### src/rtl/sender_rsa_if.sv
// Handshake and data bundle between the OT sender controller and its host.
// master drives gen/operands and reads results; slave is the sender_rsa side.
`timescale 1ns/1ps
interface sender_rsa_if #(parameter int WIDTH = 32);
  logic             gen;
  logic [WIDTH-1:0] v;
  logic [WIDTH-1:0] rand0;
  logic [WIDTH-1:0] rand1;
  logic [WIDTH-1:0] N;
  logic [WIDTH-1:0] priv_key;
  logic [WIDTH-1:0] msg0;
  logic [WIDTH-1:0] msg1;
  logic [WIDTH-1:0] enc0;
  logic [WIDTH-1:0] enc1;
  logic             gen_end;

  modport master (
    output gen, v, rand0, rand1, N, priv_key, msg0, msg1,
    input  enc0, enc1, gen_end
  );

  modport slave (
    input  gen, v, rand0, rand1, N, priv_key, msg0, msg1,
    output enc0, enc1, gen_end
  );
endinterface

### src/rtl/sender_rsa.sv
// Sender RSA stage of oblivious transfer: enc_i = (m_i + ((v - x_i)^d mod N)) mod N.
// Define SENDER_RSA_DUAL_EXP_EN to run both exponentiations in parallel on two rl_binary units.
`timescale 1ns/1ps

// Right-to-left binary modular exponentiation; each multiply is a bit-serial
// interleaved modular product taking WIDTH cycles, square and multiply share the pass.
module rl_binary #(parameter int WIDTH = 32) (
  input  logic             clk,
  input  logic             rst,
  input  logic             md_start,
  input  logic [WIDTH-1:0] base,
  input  logic [WIDTH-1:0] exp,
  input  logic [WIDTH-1:0] modulus,
  output logic [WIDTH-1:0] r,
  output logic             md_end
);
  localparam int CW = (WIDTH > 1) ? $clog2(WIDTH) : 1;

  typedef enum logic {R_IDLE, R_MUL} rstate_t;

  rstate_t          rstate;
  logic [WIDTH-1:0] res;
  logic [WIDTH-1:0] bb;
  logic [WIDTH-1:0] e;
  logic [WIDTH-1:0] n;
  logic [WIDTH-1:0] p1;
  logic [WIDTH-1:0] p2;
  logic [CW-1:0]    cnt;
  logic [WIDTH-1:0] p1_next;
  logic [WIDTH-1:0] p2_next;

  // One step of p = (2p + b_bit*a) mod n; p, a < n keeps every term below 2n.
  function automatic logic [WIDTH-1:0] mod_step(input logic [WIDTH-1:0] p,
                                                input logic [WIDTH-1:0] a,
                                                input logic [WIDTH-1:0] m,
                                                input logic             b);
    logic [WIDTH:0] t;
    t = {p, 1'b0};
    if (t >= {1'b0, m}) t = t - {1'b0, m};
    if (b) begin
      t = t + {1'b0, a};
      if (t >= {1'b0, m}) t = t - {1'b0, m};
    end
    return t[WIDTH-1:0];
  endfunction

  always_comb begin
    p1_next = mod_step(p1, res, n, bb[cnt]);
    p2_next = mod_step(p2, bb, n, bb[cnt]);
  end

  always_ff @(posedge clk or posedge rst) begin
    if (rst) begin
      rstate <= R_IDLE;
      res    <= '0;
      bb     <= '0;
      e      <= '0;
      n      <= '0;
      p1     <= '0;
      p2     <= '0;
      cnt    <= '0;
      r      <= '0;
      md_end <= 1'b0;
    end else begin
      md_end <= 1'b0;
      case (rstate)
        R_IDLE: begin
          if (md_start) begin
            res <= WIDTH'(1);
            bb  <= base;
            e   <= exp;
            n   <= modulus;
            p1  <= '0;
            p2  <= '0;
            cnt <= CW'(WIDTH - 1);
            // x^0 = 1, and modulus >= 2 so 1 is already reduced
            if (exp == '0) begin
              r      <= WIDTH'(1);
              md_end <= 1'b1;
            end else begin
              rstate <= R_MUL;
            end
          end
        end
        R_MUL: begin
          if (cnt == '0) begin
            if (e[0]) res <= p1_next;
            bb <= p2_next;
            e  <= e >> 1;
            p1 <= '0;
            p2 <= '0;
            cnt <= CW'(WIDTH - 1);
            if (e[WIDTH-1:1] == '0) begin
              r      <= e[0] ? p1_next : res;
              md_end <= 1'b1;
              rstate <= R_IDLE;
            end
          end else begin
            p1  <= p1_next;
            p2  <= p2_next;
            cnt <= cnt - 1'b1;
          end
        end
        default: rstate <= R_IDLE;
      endcase
    end
  end
endmodule

// state | meaning
// IDLE  | waiting for gen, operands latched on accept
// SUB0  | base0 = (v - x0) mod N, launch exponentiation   (SUB in dual build: both bases)
// EXP0  | waiting for k0 = base0^d mod N                  (EXP in dual build: both results)
// SUB1  | base1 = (v - x1) mod N, launch exponentiation
// EXP1  | waiting for k1; on completion enc0/enc1/gen_end are loaded
// ADD   | gen_end high, results valid
module sender_rsa #(parameter int WIDTH = 32) (
  input logic            clk,
  input logic            rst,
  sender_rsa_if.slave    bus
);
`ifdef SENDER_RSA_DUAL_EXP_EN
  typedef enum logic [1:0] {IDLE, SUB, EXP, ADD} state_t;
`else
  typedef enum logic [2:0] {IDLE, SUB0, EXP0, SUB1, EXP1, ADD} state_t;
`endif

  state_t           state;
  logic [WIDTH-1:0] v_q;
  logic [WIDTH-1:0] x0_q;
  logic [WIDTH-1:0] x1_q;
  logic [WIDTH-1:0] n_q;
  logic [WIDTH-1:0] d_q;
  logic [WIDTH-1:0] m0_q;
  logic [WIDTH-1:0] m1_q;
  logic [WIDTH-1:0] base0;
  logic [WIDTH-1:0] base1;
  logic [WIDTH-1:0] k0;
  logic [WIDTH-1:0] k1;

  function automatic logic [WIDTH-1:0] mod_sub(input logic [WIDTH-1:0] a,
                                               input logic [WIDTH-1:0] b,
                                               input logic [WIDTH-1:0] m);
    logic [WIDTH:0] t;
    t = {1'b0, a} - {1'b0, b};
    if (a < b) t = t + {1'b0, m};
    return t[WIDTH-1:0];
  endfunction

  function automatic logic [WIDTH-1:0] mod_add(input logic [WIDTH-1:0] a,
                                               input logic [WIDTH-1:0] b,
                                               input logic [WIDTH-1:0] m);
    logic [WIDTH:0] s;
    s = {1'b0, a} + {1'b0, b};
    if (s >= {1'b0, m}) s = s - {1'b0, m};
    return s[WIDTH-1:0];
  endfunction

`ifdef SENDER_RSA_DUAL_EXP_EN
  logic             md_start;
  logic [WIDTH-1:0] r0;
  logic [WIDTH-1:0] r1;
  logic             md_end0;
  logic             md_end1;
  logic             done0;
  logic             done1;
  logic             fin0;
  logic             fin1;
  logic [WIDTH-1:0] k0_now;
  logic [WIDTH-1:0] k1_now;

  rl_binary #(.WIDTH(WIDTH)) u_md0 (
    .clk(clk), .rst(rst), .md_start(md_start), .base(base0), .exp(d_q),
    .modulus(n_q), .r(r0), .md_end(md_end0)
  );
  rl_binary #(.WIDTH(WIDTH)) u_md1 (
    .clk(clk), .rst(rst), .md_start(md_start), .base(base1), .exp(d_q),
    .modulus(n_q), .r(r1), .md_end(md_end1)
  );

  // The two units can finish in different cycles; fold this cycle's result in
  always_comb begin
    fin0   = done0 | md_end0;
    fin1   = done1 | md_end1;
    k0_now = md_end0 ? r0 : k0;
    k1_now = md_end1 ? r1 : k1;
  end
`else
  logic             md_start;
  logic [WIDTH-1:0] md_base;
  logic [WIDTH-1:0] r;
  logic             md_end;

  assign md_base = (state == EXP1) ? base1 : base0;

  rl_binary #(.WIDTH(WIDTH)) u_md (
    .clk(clk), .rst(rst), .md_start(md_start), .base(md_base), .exp(d_q),
    .modulus(n_q), .r(r), .md_end(md_end)
  );
`endif

  always_ff @(posedge clk or posedge rst) begin
    if (rst) begin
      state       <= IDLE;
      v_q         <= '0;
      x0_q        <= '0;
      x1_q        <= '0;
      n_q         <= '0;
      d_q         <= '0;
      m0_q        <= '0;
      m1_q        <= '0;
      base0       <= '0;
      base1       <= '0;
      k0          <= '0;
      k1          <= '0;
      md_start    <= 1'b0;
      bus.enc0    <= '0;
      bus.enc1    <= '0;
      bus.gen_end <= 1'b0;
`ifdef SENDER_RSA_DUAL_EXP_EN
      done0       <= 1'b0;
      done1       <= 1'b0;
`endif
    end else begin
      md_start    <= 1'b0;
      bus.gen_end <= 1'b0;
      case (state)
        IDLE: begin
          if (bus.gen) begin
            v_q   <= bus.v;
            x0_q  <= bus.rand0;
            x1_q  <= bus.rand1;
            n_q   <= bus.N;
            d_q   <= bus.priv_key;
            m0_q  <= bus.msg0;
            m1_q  <= bus.msg1;
`ifdef SENDER_RSA_DUAL_EXP_EN
            state <= SUB;
`else
            state <= SUB0;
`endif
          end
        end
`ifdef SENDER_RSA_DUAL_EXP_EN
        SUB: begin
          base0    <= mod_sub(v_q, x0_q, n_q);
          base1    <= mod_sub(v_q, x1_q, n_q);
          done0    <= 1'b0;
          done1    <= 1'b0;
          md_start <= 1'b1;
          state    <= EXP;
        end
        EXP: begin
          if (md_end0) begin
            k0    <= r0;
            done0 <= 1'b1;
          end
          if (md_end1) begin
            k1    <= r1;
            done1 <= 1'b1;
          end
          if (fin0 && fin1) begin
            bus.enc0    <= mod_add(m0_q, k0_now, n_q);
            bus.enc1    <= mod_add(m1_q, k1_now, n_q);
            bus.gen_end <= 1'b1;
            state       <= ADD;
          end
        end
`else
        SUB0: begin
          base0    <= mod_sub(v_q, x0_q, n_q);
          md_start <= 1'b1;
          state    <= EXP0;
        end
        EXP0: begin
          if (md_end) begin
            k0    <= r;
            state <= SUB1;
          end
        end
        SUB1: begin
          base1    <= mod_sub(v_q, x1_q, n_q);
          md_start <= 1'b1;
          state    <= EXP1;
        end
        EXP1: begin
          // Results are loaded on the way into ADD so they are valid while gen_end is high
          if (md_end) begin
            k1          <= r;
            bus.enc0    <= mod_add(m0_q, k0, n_q);
            bus.enc1    <= mod_add(m1_q, r, n_q);
            bus.gen_end <= 1'b1;
            state       <= ADD;
          end
        end
`endif
        ADD: state <= IDLE;
        default: state <= IDLE;
      endcase
    end
  end
endmodule

### src/flat_wrapper.sv
// flat-port wrapper written by rule: the top's interface ports become plain ports
module sender_rsa_flat 
#(parameter int WIDTH = 32)
  (clk, rst, bus_gen, bus_v, bus_rand0, bus_rand1, bus_N, bus_priv_key, bus_msg0, bus_msg1, bus_enc0, bus_enc1, bus_gen_end);
  sender_rsa_if #(.WIDTH(WIDTH)) bus_i ();
  input logic clk;
  input logic rst;
  input wire logic [$bits(bus_i.gen)-1:0] bus_gen;
  input wire logic [$bits(bus_i.v)-1:0] bus_v;
  input wire logic [$bits(bus_i.rand0)-1:0] bus_rand0;
  input wire logic [$bits(bus_i.rand1)-1:0] bus_rand1;
  input wire logic [$bits(bus_i.N)-1:0] bus_N;
  input wire logic [$bits(bus_i.priv_key)-1:0] bus_priv_key;
  input wire logic [$bits(bus_i.msg0)-1:0] bus_msg0;
  input wire logic [$bits(bus_i.msg1)-1:0] bus_msg1;
  output wire logic [$bits(bus_i.enc0)-1:0] bus_enc0;
  output wire logic [$bits(bus_i.enc1)-1:0] bus_enc1;
  output wire logic [$bits(bus_i.gen_end)-1:0] bus_gen_end;
  assign bus_i.gen = bus_gen;
  assign bus_i.v = bus_v;
  assign bus_i.rand0 = bus_rand0;
  assign bus_i.rand1 = bus_rand1;
  assign bus_i.N = bus_N;
  assign bus_i.priv_key = bus_priv_key;
  assign bus_i.msg0 = bus_msg0;
  assign bus_i.msg1 = bus_msg1;
  assign bus_enc0 = bus_i.enc0;
  assign bus_enc1 = bus_i.enc1;
  assign bus_gen_end = bus_i.gen_end;
  sender_rsa #(.WIDTH(WIDTH)) u_core (.clk(clk), .rst(rst), .bus(bus_i));
endmodule
### config.mk
export PLATFORM = sky130hd
export DESIGN_NAME = sender_rsa_flat
export DESIGN_NICKNAME = d
export VERILOG_FILES = /design/src/rtl/sender_rsa_if.sv /design/src/rtl/sender_rsa.sv /design/src/flat_wrapper.sv
export SDC_FILE = /design/constraint.sdc
export NUM_CORES = 2
export LEC_CHECK = 0
export ABC_CLOCK_PERIOD_IN_PS = 35700
export BUFFER_PORTS_ARGS = -buffer_cell sky130_fd_sc_hd__buf_4
export CAP_MARGIN = 20
export CORE_ASPECT_RATIO = 1.75
export CORE_MARGIN = 5
export CORE_UTILIZATION = 35
export CTS_BUF_LIST = sky130_fd_sc_hd__clkbuf_4
export CTS_CLUSTER_SIZE = 12
export DETAILED_ROUTE_END_ITERATION = 12
export PLACE_DENSITY = 0.49
export RECOVER_POWER = 100
export SYNTH_ARGS = -nofsm -noshare
export SYNTH_HDL_FRONTEND = slang
export SYNTH_SLANG_ARGS = --single-unit
export TNS_END_PERCENT = 50
### constraint.sdc
create_clock -name clk -period 35.7 [get_ports clk]
set_input_delay 3.57 -clock clk [delete_from_list [all_inputs] [get_ports clk]]
set_output_delay 3.57 -clock clk [all_outputs]
set_load 0.005 [all_outputs]
# After elaboration in Yosys (flattened, before gate mapping)
# Cells that the tools add are included.
dict set report word_totals {
  ff_bits 620
  input_bits 227
  output_inout_bits 65
  elab_cells 126
}
dict set report op_classes {
  add_sub_neg 15
  order_cmp 9
  eq_ne 11
  mux 53
  n_bitwise 1
  reduce_logical 12
}
# operator count
set ops {}
lappend ops {{$mux 32} 23}
lappend ops {{$pmux 32 s2} 6}
lappend ops {{$ge 33x32->1} 6}
lappend ops {{$sub 32x32->32} 6}
lappend ops {{$add 32x32->33} 2}
lappend ops {{$add 33x32->33} 2}
lappend ops {{$mux 33} 2}
lappend ops {{$sub 33x32->33} 2}
lappend ops {{$add 32x32->32} 2}
lappend ops {{$lt 32x32->1} 2}
lappend ops {{$logic_not 32->1} 1}
lappend ops {{$logic_not 31->1} 1}
lappend ops {{$pmux 3 s5} 1}
lappend ops {{$mux 1} 12}
lappend ops {{$mux 5} 2}
lappend ops {{$pmux 5 s2} 1}
lappend ops {{$reduce_and 2->1} 5}
lappend ops {{$mux 3} 3}
lappend ops {{$ne 2x2->1 const B} 4}
lappend ops {{$eq 3x2->1 const B} 2}
lappend ops {{$lt 5x6->1 const B} 1}
lappend ops {{$ne 2x1->1 const B} 3}
lappend ops {{$bmux 1 s5} 1}
lappend ops {{$logic_not 5->1} 1}
lappend ops {{9 further kinds} 10}

# Longest topological paths before layout
dict set report depth {
  depth_word 10
  ltp_mapped 39
  depth_no_buf 33
}

# Hierarchy
# Synthesis repeated with hierarchy kept, for this count alone.
dict set report unflattened {
  hier_cells 5764
  hier_area_um2 49611.3
}
# mod instances cells_each area_each_um2 seq_area_each_um2
set modules_own_cells {}
lappend modules_own_cells {sender_rsa 1 3056 27961.8 9734.3}
lappend modules_own_cells {rl_binary 1 2708 21649.5 5780.5}

# Least setup slack after synthesis
# Ideal clock, no wire load.
dict set report synth_path {
  path_type {register -> register}
  startpoint {register u_core.u_md.n[1]}
  endpoint {register u_core.u_md.res[14]}
  setup_time_ps 121
  t_arrival_ps 7893
  required_time_ps 35579
  path_slack_ps 27686
  path_stages_with_launch 38
  path_buffers 6
  synth_period_minus_slack_ps 8014
  path_cell_list {dfrtp_1 inv_1 ha_1 nor2b_1 o31a_1 o211a_1 o2111a_1 o21ai_0 and2_1 clkbuf_1 clkbuf_1 clkbuf_1 nor2_1 ha_1 a211oi_1 o211ai_1 a21oi_1 a21oi_1 [... 2 more ...] a21o_1 a21oi_1 xnor2_1 ha_1 and3_1 and4_1 a2111oi_1 o21ai_1 o221a_1 o31a_1 or2_0 buf_2 nor3_4 buf_6 buf_8 mux2i_1 a21oi_2 a22o_1}
}
dict set report synth_via {
  elab_chain_len 9
  word_cells_on_any_way 11
  cone_classes {add/sub: 3; order compare: 2; mux: 6}
}
# element line_no
set synth_lines {}
lappend synth_lines {{start, declared} sender_rsa.sv:25} ;# logic [WIDTH-1:0] n;
lappend synth_lines {{start signal, assigned} sender_rsa.sv:72} ;# n <= modulus;
lappend synth_lines {{$sub 33x32->33 / $ge 33x32->1 (equally long branches)} sender_rsa.sv:39} ;# if (t >= {1'b0, m}) t = t - {1'b0, m};
lappend synth_lines {{$mux 33} sender_rsa.sv:39}
lappend synth_lines {{$add 33x32->33} sender_rsa.sv:41} ;# t = t + {1'b0, a};
lappend synth_lines {{$sub 32x32->32 / $ge 33x32->1 (equally long branches)} sender_rsa.sv:42} ;# if (t >= {1'b0, m}) t = t - {1'b0, m};
lappend synth_lines {{$mux 32} sender_rsa.sv:42}
lappend synth_lines {{$mux 32 *} sender_rsa.sv:40} ;# if (b) begin
lappend synth_lines {{$mux 32 *} sender_rsa.sv:87} ;# if (e[0]) res <= p1_next;
lappend synth_lines {{$mux 32 *} sender_rsa.sv:86} ;# if (cnt == '0) begin
lappend synth_lines {{$pmux 32 s2 *} sender_rsa.sv:66} ;# case (rstate)
lappend synth_lines {{end signal, assigned} sender_rsa.sv:87}
lappend synth_lines {{end, declared} sender_rsa.sv:22} ;# logic [WIDTH-1:0] res;
# Every way passes the cells marked *; elsewhere a longest branch is shown, timed or not. The select of a mux whose other input is x is not followed.
# A chain may end at the register's enable or synchronous reset.

==> summary.md <==
| Metric | Value |
|---|---|
| Congestion Overflow GR | 0 |
| Leading area contributor after synthesis | dfrtp_1 |
| Sequential area share after synthesis | 31.5% |
| Detailed Routing Iterations Pass 1 | 9 |
| Die Width | 293 um |
| CTS Root Cell | clkbuf_4 |
| Worst slew margin | -458% |
| Clock Tree Buf Depth | 3 |
| CP Max Fanout | 102 |
| RSZ-0062 raised after global routing | no |
| Setup TNS | 0 ns |
| Final Setup Violations | 0 |
| Worst setup SP type | input pin |
| Synth Cell Area | 49200 um^2 |
| Setup Fix Bufs, Post-CTS | 0 |
| Cts bufs inserted | 160 |
| Clock insertion delay at the later pin of the skew report | 1.16 ns |
| Antenna Nets Post-Route | 0 |
| Setup CP Type | input pin to asynchronous set/reset pin |
| # hold bufs at CTS | 0 |
| Outcome | complete, but fails checks |
| Total GRT Usage | 25.6% |
| Area contributors post-synth | dfrtp_1 32%, ha_1 11%, o21ai_0 5.6% |
| Post-Place Worst Slack | 25.81 ns |
| Drt wl/cell | 24.9 um |
| Boundary Pins | 292 |
| Min Tclk post-route | 14.17 ns |
| Row cnt | 182 |
| Fin Clk Skew | 0.0797 ns |
| Initial antenna violation count | 18 |
| Post-synthesis async set-or-reset flop share | 100% |
| Final cell count without fillers | 7877 |
| Ys Warns | 0 |
| First-pass GRT wire length | 288000 um |
| Period utilization | 39.7% |
| Synth top area share | 31.5% |
| Most common flop cell mapped by yosys | dfrtp_1 |
| MaxCap Viol Count | 32 |
| DR vias | 44300 |
| HP Class | register to register |
| Yosys cell types | 92 |
| CTS tree | done |
| Detail Placement HPWL | 154000 um |
| Failing checks | max-capacitance violations, max-slew violations |
| Post-synth EDFFs | 0 |
| IO Port Bufs | 291 |
| Area grow syn2layout | 11.9% |
| Final Max Tran Viols | 1713 |
| Resize count post-CTS | 0 |
| GP Congestion | 0.941 |
| Initial Utilization | 35.1% |
| Vias in the first global route | 45100 |
| Critical Path RT | 36.16 ns |
| Mapped Nets | 6300 |
| Worst slew pin tran | 8.37 ns |
| Nets@finish | 6615 |
| Worst-path clk slew | 0.06 ns |
| Core Region | 140000 um^2 |
| Initial DRC count | 2715 |
| Fin. Hold Viols | 0 |
| Final WS setup | 21.53 ns |
| TritonCTS Sinks | 620 |
| WP data arrival | 14.63 ns |
| Synthesized instance count | 5612 |
| Vias/cell | 5.62 |
| Total Die Area | 149000 um^2 |
| Ratio of cells with drive above 1 in the final layout | 13.1% |
| Syn avg cell area | 8.77 um^2 |
| Die Y | 506 um |
| DP Cell Count | 7604 |
| CTS H-tree lvls | 4 |
| CP Capture Type | asynchronous set/reset pin |
| Pin count of the biggest net entering global routing | 174 |
| Final WL | 196000 um |
| DRC Markers | 0 |
| FMAX | 70.6 MHz |
| Number of synthesized register bits | 620 |
layout by cell type (no fill, tap or decap), drive strengths merged, types with 29 or more instances in the layout:
master,instances
and2,35
nand2,576
dfrtp,620
o211ai,46
a31oi,52
nor2,293
mux2i,191
mux2,187
o21a,68
o21ai,567
nor2b,51
ha,447
buf,264
a21o,190
inv,278
clkinv,41
nand2b,64
and3,44
o31ai,50
a22o,59
nor4,33
nand4,45
nor3,85
a21oi,459
xnor2,255
or3,29
xor2,117
nand3,108
clkbuf,307
o21bai,56
a211oi,63
Yosys cell counts, types with 35 or more instances:
master    instances
nor2_1          293
inv_1           275
a21oi_1         451
nor3_1           83
dfrtp_1         620
and3_1           44
ha_1            447
nand2_1         576
a211oi_1         62
nand2b_1         64
o21a_1           68
mux2_2          187
nand4_1          45
xor2_1          117
mux2i_1         191
clkbuf_1        170
o31ai_1          50
o211ai_1         46
nand3_1         108
xnor2_1         255
a31oi_1          52
a22o_1           59
nor2b_1          51
o21bai_1         56
a21o_1          190
and2_1           35
o21ai_0         551
through the flow:
step	hold WS, ns	cell area, um^2	util, %
after floorplan	0.442	49200	-
after global placement	0.454	53500	38.1
after detailed placement	0.465	53500	38.1
after CTS	0.479	55400	39.5
after global routing	0.496	55100	39.3
final	0.474	55100	39.3
cell type report:
| cell class | instances | area, um^2 |
|---|---|---|
| clock buffers | 214 | 1610 |
| inverters | 275 | 1030 |
| diodes | 7 | 17.5 |
| well taps | 1840 | 2300 |
| fillers | 14800 | 85200 |
| clock inverters | 51 | 303 |
| repair buffers | 357 | 2440 |
| flip-flops and latches | 620 | 15500 |
| multi-input cells | 4513 | 31900 |
worst max-delay path, stage by stage:
cell and delay [ns]:
clkbuf_4 0.11, clkinvlp_2 2.82, clkbuf_1 2.47, clkbuf_1 2.80
clkbuf_1 2.50
cell families (layout without fill, tap and decap cells):
family          Yosys count  in the layout  synth area share (%)
other cells               0              7                     0
flops                   620            620                  31.5
mux                     388            388                  8.62
xor+xnor                373            373                  6.67
buf+inv                 479            897                  3.76
compound gates         1856           1856                  23.9
simple gates           1435           1435                  13.6
fa+ha+maj               461            461                  11.9
metal layers:
metal | global-route usage [%] | part of all wire, %
met2 | 45.2 | 50
met4 | 14.9 | 6.8
met5 | 0 | 0.017
met3 | 3.64 | 4.1
met1 | 29.4 | 39
final timing paths:
| check | startpoint | endpoint | slack, ns | cells after the start |
|---|---|---|---|---|
| setup / recovery | rst | u_core.bus.enc1[6] | 21.53 | 5 |
| hold / removal | u_core.base0[21] | u_core.base0[21] | 0.47 | 2 |
| setup reg to reg | u_core.u_md.n[1] | u_core.u_md.res[13] | 22.93 | 33 |
| hold reg to reg | u_core.base0[21] | u_core.base0[21] | 0.47 | 2 |
| max in group clk | bus_gen | u_core.x0_q[6] | 21.59 | 8 |
| min in group asynchronous | rst | u_core.x1_q[12] | 3.98 | 2 |
Power is left out: the tool's default activity adds up to more than one toggle a clock period on the data nets, which glitch-free logic cannot reach.
